==> config.mk <==
export PLATFORM = sky130hd
export DESIGN_NAME = jtsdram_bank_check
export DESIGN_NICKNAME = d
export VERILOG_FILES = /design/src/rtl/jtsdram_bank_check.sv
export SDC_FILE = /design/constraint.sdc
export NUM_CORES = 1
export LEC_CHECK = 0
export ABC_AREA = 1
export BUFFER_PORTS_ARGS = -buffer_cell sky130_fd_sc_hd__buf_2
export CORE_MARGIN = 4
export CORE_UTILIZATION = 53
export CTS_CLUSTER_SIZE = 20
export DETAILED_ROUTE_END_ITERATION = 6
export GPL_ROUTABILITY_DRIVEN = 1
export PLACE_DENSITY = 0.9
export SYNTH_ARGS = -nofsm -noshare
export SYNTH_HDL_FRONTEND = slang
export SYNTH_SLANG_ARGS = --single-unit
==> constraint.sdc <==
create_clock -name clk -period 3.8 [get_ports clk]
set_clock_uncertainty 0.05 [all_clocks]
set_input_delay 0.76 -clock clk [delete_from_list [all_inputs] [get_ports clk]]
set_output_delay 0.76 -clock clk [all_outputs]
set_load 0.02 [all_outputs]
==> src/rtl/jtsdram_bank_check.sv <==
// Read-checker for one SDRAM bank: sweeps 0..LAST_ADDR, one read in flight at a time, and
// compares each returned word with the reference word for the current address.
module jtsdram_bank_check #(
  parameter logic [21:0] LAST_ADDR = 22'h3F_FFFF,
  parameter logic [21:0] STEP      = 22'd1
) (
  input  logic        clk,
  input  logic        rst,
  input  logic        LVBL,
  input  logic        start,
  output logic [21:0] addr,
  output logic        rd,
  input  logic        ack,
  input  logic        rdy,
  input  logic [31:0] data_read,
  input  logic [15:0] data_ref,
  output logic        bad,
  output logic        done
);

  typedef enum logic [1:0] {StIdle, StReq, StWait, StNext} state_e;

  state_e      state_q, state_d;
  logic [21:0] addr_q, addr_d;
  logic        rd_q, rd_d;
  logic        bad_q, bad_d;
  logic        done_q, done_d;

  // Upper half of the read bus carries no checked data.
  logic unused_data_hi;
  assign unused_data_hi = ^data_read[31:16];

  always_ff @(posedge clk) begin
    if (rst) begin
      state_q <= StIdle;
      addr_q  <= '0;
      rd_q    <= 1'b0;
      bad_q   <= 1'b0;
      done_q  <= 1'b0;
    end else begin
      state_q <= state_d;
      addr_q  <= addr_d;
      rd_q    <= rd_d;
      bad_q   <= bad_d;
      done_q  <= done_d;
    end
  end

  always_comb begin
    state_d = state_q;
    addr_d  = addr_q;
    rd_d    = rd_q;
    bad_d   = bad_q;
    done_d  = done_q;
    unique case (state_q)
      StIdle: begin
        if (start) begin
          addr_d  = '0;
          done_d  = 1'b0;
          state_d = StNext;
        end
      end
      // Also gives data_ref a cycle to settle after the address moves.
      StNext: begin
        if (LVBL) begin
          rd_d    = 1'b1;
          state_d = StReq;
        end
      end
      // rd stays up until accepted; a rdy here is not ours and is ignored.
      StReq: begin
        if (ack) begin
          rd_d    = 1'b0;
          state_d = StWait;
        end
      end
      StWait: begin
        if (rdy) begin
          if (data_read[15:0] != data_ref) bad_d = 1'b1;
          if (addr_q == LAST_ADDR) begin
            done_d  = 1'b1;
            state_d = StIdle;
          end else begin
            addr_d  = addr_q + STEP;
            state_d = StNext;
          end
        end
      end
      default: state_d = StIdle;
    endcase
  end

  assign addr = addr_q;
  assign rd   = rd_q;
  assign bad  = bad_q;
  assign done = done_q;

endmodule

Yosys cells after proc, flatten, opt, wreduce, memory -nomap -nowiden
Index checks and enable logic that the tools add are counted.
{ "totals": {"reg_bits": 27, "latchBits": 0, "ram_bits": 0, "mem_bits_ro": 0, "in_bits": 54, "output_inout_bits": 25, "elab_cells": 42, "memories": 0} }
{ "op_classes": {"n_addsub": 1, "n_mul": 0, "div_mod_pow": 0, "order_cmp": 0, "n_eq_ne": 11, "shift": 0, "mux": 17, "bitwise": 0, "reduce_logical": 8} }
{ "ops": {"columns": ["cell", "n"], "rows": [
  ["$mux 22", 3],
  ["$pmux 22 s2", 1],
  ["$add 22x1->22 const B", 1],
  ["$eq 22x22->1 const B", 1],
  ["$ne 16x16->1", 1],
  ["$ne 2x2->1 const B", 6],
  ["$reduce_and 4->1", 3],
  ["$mux 2", 5],
  ["$pmux 2 s4", 1],
  ["$reduce_and 3->1", 2],
  ["$mux 1", 5],
  ["$eq 2x2->1 const B", 2],
  ["$pmux 1 s2", 2],
  ["$reduce_bool 2->1", 2],
  ["$eq 2x1->1 const B", 1],
  ["$logic_not 2->1", 1]
]} }

Logic depth before layout (Yosys ltp)
{ "logic_depth": {"depth_word": 4, "depth_mapped": 11, "depth_no_buf": 11} }

Worst setup path after synthesis
Ideal clock, no wire load.
{ "synth_path": {"kind": "register to register", "startpoint": "reg addr_q[0], in the netlist addr[0]", "endpoint": "reg state_q[1]", "setup_ns": 0.132, "t_arrival_ns": 1.624, "t_required_ns": 3.618, "path_slack_ns": 1.994, "path_stages_with_launch": 11, "path_buffers": 2, "synth_period_minus_slack_ns": 1.806, "cell_sequence": "dfxtp_1 > ha_1 > nand2_2 > nor2_4 > nand2_2 > nor2_4 > nand3_2 > buf_6 > buf_8 > nand3_1 > a21oi_1"} }
{ "synth_via": {"elab_chain_cells": 4} }
{ "synth_rtl": {"columns": ["item", "line", "text"], "rows": [
  ["from (decl)", "24", "logic [21:0] addr_q, addr_d;"],
  ["from (signal assigned)", "42", "addr_q <= addr_d;"],
  ["$eq 22x22->1", "80", "if (addr_q == LAST_ADDR) begin"],
  ["$mux 2", "80", null],
  ["$mux 2", "78", "if (rdy) begin"],
  ["$pmux 2 s4", "55", "unique case (state_q)"],
  ["to (signal assigned)", "35", "state_q <= StIdle;"],
  ["to (signal assigned)", "41", "state_q <= state_d;"],
  ["to (decl)", "23", "state_e state_q, state_d;"]
]} }
Every way passes these cells. The select of a mux whose other input is x is not followed.
A chain may end at the register's enable or synchronous reset.

Final worst setup path
{ "layout_path": {"startpoint": "reg addr_q[0], in the netlist addr[0]", "endpoint": "reg addr_q[19], in the netlist addr[19]"} }
{ "layout_via": {"elab_chain_cells": 4, "elab_cells_between_ends": 7, "cone_classes": "1 x add/sub; 2 x eq/ne; 3 x mux; 1 x reduce/logical"} }
{ "layout_rtl": {"columns": ["item", "line", "text"], "rows": [
  ["$add 22x1->22", "84", "addr_d = addr_q + STEP;"],
  ["$mux 22", "80", null],
  ["$mux 22", "78", null],
  ["$pmux 22 s2", "55", null]
]} }
Parallel ways exist; a longest one is shown, timed or not. The select of a mux whose other input is x is not followed.

==> results by stage <==
STA:
- In this run the tightest slew margin relative to its limit is 0.6595.
- The final number of max-transition violations was 0.
- The final total negative setup slack is 0 ns.
- The worst path meets setup with 1.303 ns of slack.
- On the final layout, the worst hold slack is 0.4087 ns.
- Based on the critical path, the design can be clocked at up to 400.5 MHz.
- The total setup violations reported at the end of the flow is 0.
- Setup repair after global routing left no endpoint under its margin.
- The minimum clock period after layout is 2.497 ns.
- In the finished design, the share of the clock period the worst path needs comes to 0.6571.
- The final hold violation count was 0.
- For the pin with the worst max-slew slack, the measured transition is 0.5101 ns.

Place:
- The post-DP HPWL is 3.967 mm.
- The last weighted congestion value of the routability-driven placer is 0.9249.
- The number of buffer cells added on primary ports is 62.
- The pre-CTS setup slack is 1.392 ns.

Clocking:
- The clock transition at the registers of the reported paths is 0.10 ns.
- The clock tree from TritonCTS is built.
- The number of clock sinks is 27.
- The clock passes through at most 2 buffers.
- For the worst-skew pair, the clock arrives at the later sink with an insertion delay of 0.28 ns.
- The number of gates given a new drive strength after cts is 0.
- The number of setup buffers added after CTS is 0.
- The CTS buffer count is 3.
- The clock root buffer master is sky130_fd_sc_hd__clkbuf_8.
- After clock tree synthesis, the flow added hold-fix buffers numbering 0.
- In this run the number of H-tree levels came out at 1.

Finish:
- The final antenna diode count is 0.
- The proportion of layout cells with a drive suffix above 1 is 0.2065.
- The relative area change from synthesis to final layout is 18.16%.
- The library cell used most frequently in the layout, excluding fill and tap cells, is sky130_fd_sc_hd__nand2_1.
- The count of filler cells inserted in the layout is 337.
- The top cell types in the final layout, fill and taps aside, are sky130_fd_sc_hd__nand2_1, sky130_fd_sc_hd__buf_2, sky130_fd_sc_hd__nor2_1, sky130_fd_sc_hd__inv_1, sky130_fd_sc_hd__nand3_1.
- The net count reported at finish is 453.

Floorplan:
- Measured along the x axis, the die boundary spans 69.40 microns.
- The vertical die dimension is 69.40 microns.
- The standard cell core area is 0.003661 sq mm.
- The placement row count is 22.
- The top-level I/O count is 79.
- The overall die area is 0.004816 sq mm.
- For this configuration, the core starts out at a cell density of 0.5458.

Power and ir drop:
- The relative contribution of sequential cells to total power is 0.419.
- Of the total power, combinational logic draws 0.364.
- In this run the power density over the cells is 332.8 mW/mm^2.
- The share of total power dissipated in the clock network is 0.217.
- Across the VDD grid, the largest voltage drop is 0.2360 mV.
- The switching fraction of total power is 0.4044.
- The leakage power is 0.001145 uW.
- The internal power summed over all cells is 468.0 uW.
- The switching power is 317.8 uW.

Logic synthesis:
- The flop and latch count out of synthesis is 27.
- After technology mapping, the gate count stands at 338.
- The Yosys warning count is 0.
- After synthesis the cells add up to 0.001998 sq mm.
- The share of the Yosys chip area taken by registers is 0.2705.
- Synthesis produced a netlist with a net count of 393.
- The synthesized netlist contains 27 unique library cells.
- Each instance of the synthesized netlist takes up on average 5.912 sq um.

Routing:
- The via total after detailed routing is 2287.
- In the final routed layout, each cell accounts on average for 11.79 microns.
- The detail route stage leaves a number of antenna-violating nets equal to 0.
- The wire length on met1 is 2.118 mm.
- The met2 wirelength from detailed routing is 2.674 mm.
- The number of iterations in the first detailed-routing pass is 5.
- The highest metal layer with signal wires is met4.
- In the routed design, unresolved DRC markers number 0.
- The first routing iteration left 165 violations.
- The vias per cell is 5.139.
- For this block, the routed nets add up to 5.247 mm of wire.
- Detailed routing placed a total of 355 microns of wire on met3.

GRT:
- The via count of the first global-routing pass is 2168.
- The first global-routing pass estimated 8.976 mm of wire.
- The final global-route overflow total is 0.
- The number of antenna violations at the first check in global routing is 0.
- Entering global routing, the biggest net connects 22 pins.
- Across every metal layer, demand over resource in global routing totals 0.2199.

Outcome:
- The flow ran to the end, and the final reports show no timing, DRC or antenna violations.

Min path:
- The worst hold path class is register to register.
- Counting instances, the worst hold path has a depth of 2.
- For hold timing, the worst endpoint is bad.
- The worst hold path begins at bad.

Setup path:
- The number of cells on the worst reg-to-reg path is 11.
- STA classifies the critical path endpoint as a register.
- STA classifies the critical path startpoint as a register.
- Data arrives at the worst endpoint at 2.68 ns.
- The reg-to-reg critical path startpoint is addr[0].
- The maximum fanout along the worst path is 20.
- STA puts the critical path data required time at 3.98 ns.
- The critical path is of the register to register type.
- The worst register-to-register path ends at addr[19].
- In this run the register-to-register setup slack is 1.30 ns.

Job:
- The tool flagged a number of max-cap violations equal to 0.
## area by class of cell
type / instances / area [sq um] / area share
Multi-Input combinational cell: 256 / 1221 / 0.5172
Timing Repair Buffer: 63 / 317.8 / 0.1346
Inverter: 47 / 176.4 / 0.07472
Sequential cell: 27 / 540.5 / 0.2289
Clock buffer: 4 / 45.04 / 0.01908
Tap cell: 48 / 60.06 / 0.02544
## worst max-delay path by stage
stage,endpoint,start,cells after the start
2_1_floorplan,state_q[1],addr[0],10
3_3_place_gp,addr[20],addr[0],10
3_5_place_dp,addr[19],addr[0],11
4_1_cts,addr[19],addr[0],11
5_1_grt,addr[21],addr[0],11
6_report,addr[19],addr[0],11
## worst max-delay path, stage by stage (launching register included)
cell and delay (ns):
sky130_fd_sc_hd__dfxtp_1 0.41, sky130_fd_sc_hd__ha_1 0.22, sky130_fd_sc_hd__nand2_2 0.10, sky130_fd_sc_hd__nor2_4 0.14, sky130_fd_sc_hd__nand2_2 0.10, sky130_fd_sc_hd__nor2_4 0.13, sky130_fd_sc_hd__nand3_2 0.40, sky130_fd_sc_hd__nand2_2 0.48
sky130_fd_sc_hd__nand2_2 0.19, sky130_fd_sc_hd__nand2_1 0.11, sky130_fd_sc_hd__nand2_1 0.06, sky130_fd_sc_hd__inv_1 0.05
## sequential cells by signal, indices dropped and copies added (netlist names)
name	flops
addr	22
bad	1
done	1
rd	1
state_q	2
## layer usage
layer	vias to the layer above	global-route usage
met5	-	0
met1	1005	0.2542
met4	0	0.06725
li1	1178	-
met3	14	0.04203
met2	90	0.4047
## synthesized netlist by cell type
cell type / number / area share
sky130_fd_sc_hd__nand3_2: 1 / 0.0050
sky130_fd_sc_hd__nor2_4: 3 / 0.017
sky130_fd_sc_hd__nor2_2: 1 / 0.0031
sky130_fd_sc_hd__clkbuf_1: 2 / 0.0038
sky130_fd_sc_hd__o21bai_1: 3 / 0.011
sky130_fd_sc_hd__a211oi_2: 1 / 0.0063
sky130_fd_sc_hd__buf_8: 1 / 0.0075
sky130_fd_sc_hd__buf_6: 2 / 0.011
sky130_fd_sc_hd__nand3_4: 1 / 0.0088
sky130_fd_sc_hd__dfxtp_1: 27 / 0.27
sky130_fd_sc_hd__nand2_1: 93 / 0.17
sky130_fd_sc_hd__a21oi_1: 17 / 0.043
sky130_fd_sc_hd__ha_1: 1 / 0.0063
sky130_fd_sc_hd__a21oi_2: 1 / 0.0044
sky130_fd_sc_hd__nor2_1: 59 / 0.11
sky130_fd_sc_hd__nor3_1: 3 / 0.0075
sky130_fd_sc_hd__clkinv_1: 1 / 0.0019
sky130_fd_sc_hd__nand3b_1: 1 / 0.0038
sky130_fd_sc_hd__xor2_1: 11 / 0.048
sky130_fd_sc_hd__nor3b_1: 2 / 0.0075
sky130_fd_sc_hd__inv_1: 46 / 0.086
sky130_fd_sc_hd__nand4_1: 4 / 0.013
sky130_fd_sc_hd__o21ai_0: 10 / 0.025
sky130_fd_sc_hd__nand2_2: 8 / 0.025
sky130_fd_sc_hd__buf_2: 3 / 0.0075
sky130_fd_sc_hd__o22ai_1: 2 / 0.0063
sky130_fd_sc_hd__nand3_1: 34 / 0.085
## power by group through the flow
stage               Combinational (uW)  Sequential, uW  Clock, uW
global route                       318             332        182
finish                             286             329        171
CTS                                281             329        171
detailed placement                 280             335          0
global placement                   271             334          0
floorplan                          206             334          0
## kinds of logic after synthesis
family                   Yosys count  synth area share
XOR/XNOR                          11           0.04821
buffers and inverters             55            0.1183
AO/OA/AOI/OAI                     34           0.09580
flip-flops                        27            0.2705
adder cells (fa/ha/maj)            1          0.006261
AND/OR/NAND/NOR                  210            0.4609
## stage by stage
stage,utilization,cell area [sq um],total power [uW],cells
6_report,0.6449,2361,785.8,445
5_1_grt,0.6449,2361,832.2,445
4_1_cts,0.6449,2361,781.6,445
3_5_place_dp,0.6326,2316,615.5,441
3_3_place_gp,0.6326,2316,604.9,441
2_1_floorplan,-,1998,539.5,338
(Power assumes the default switching activity.)
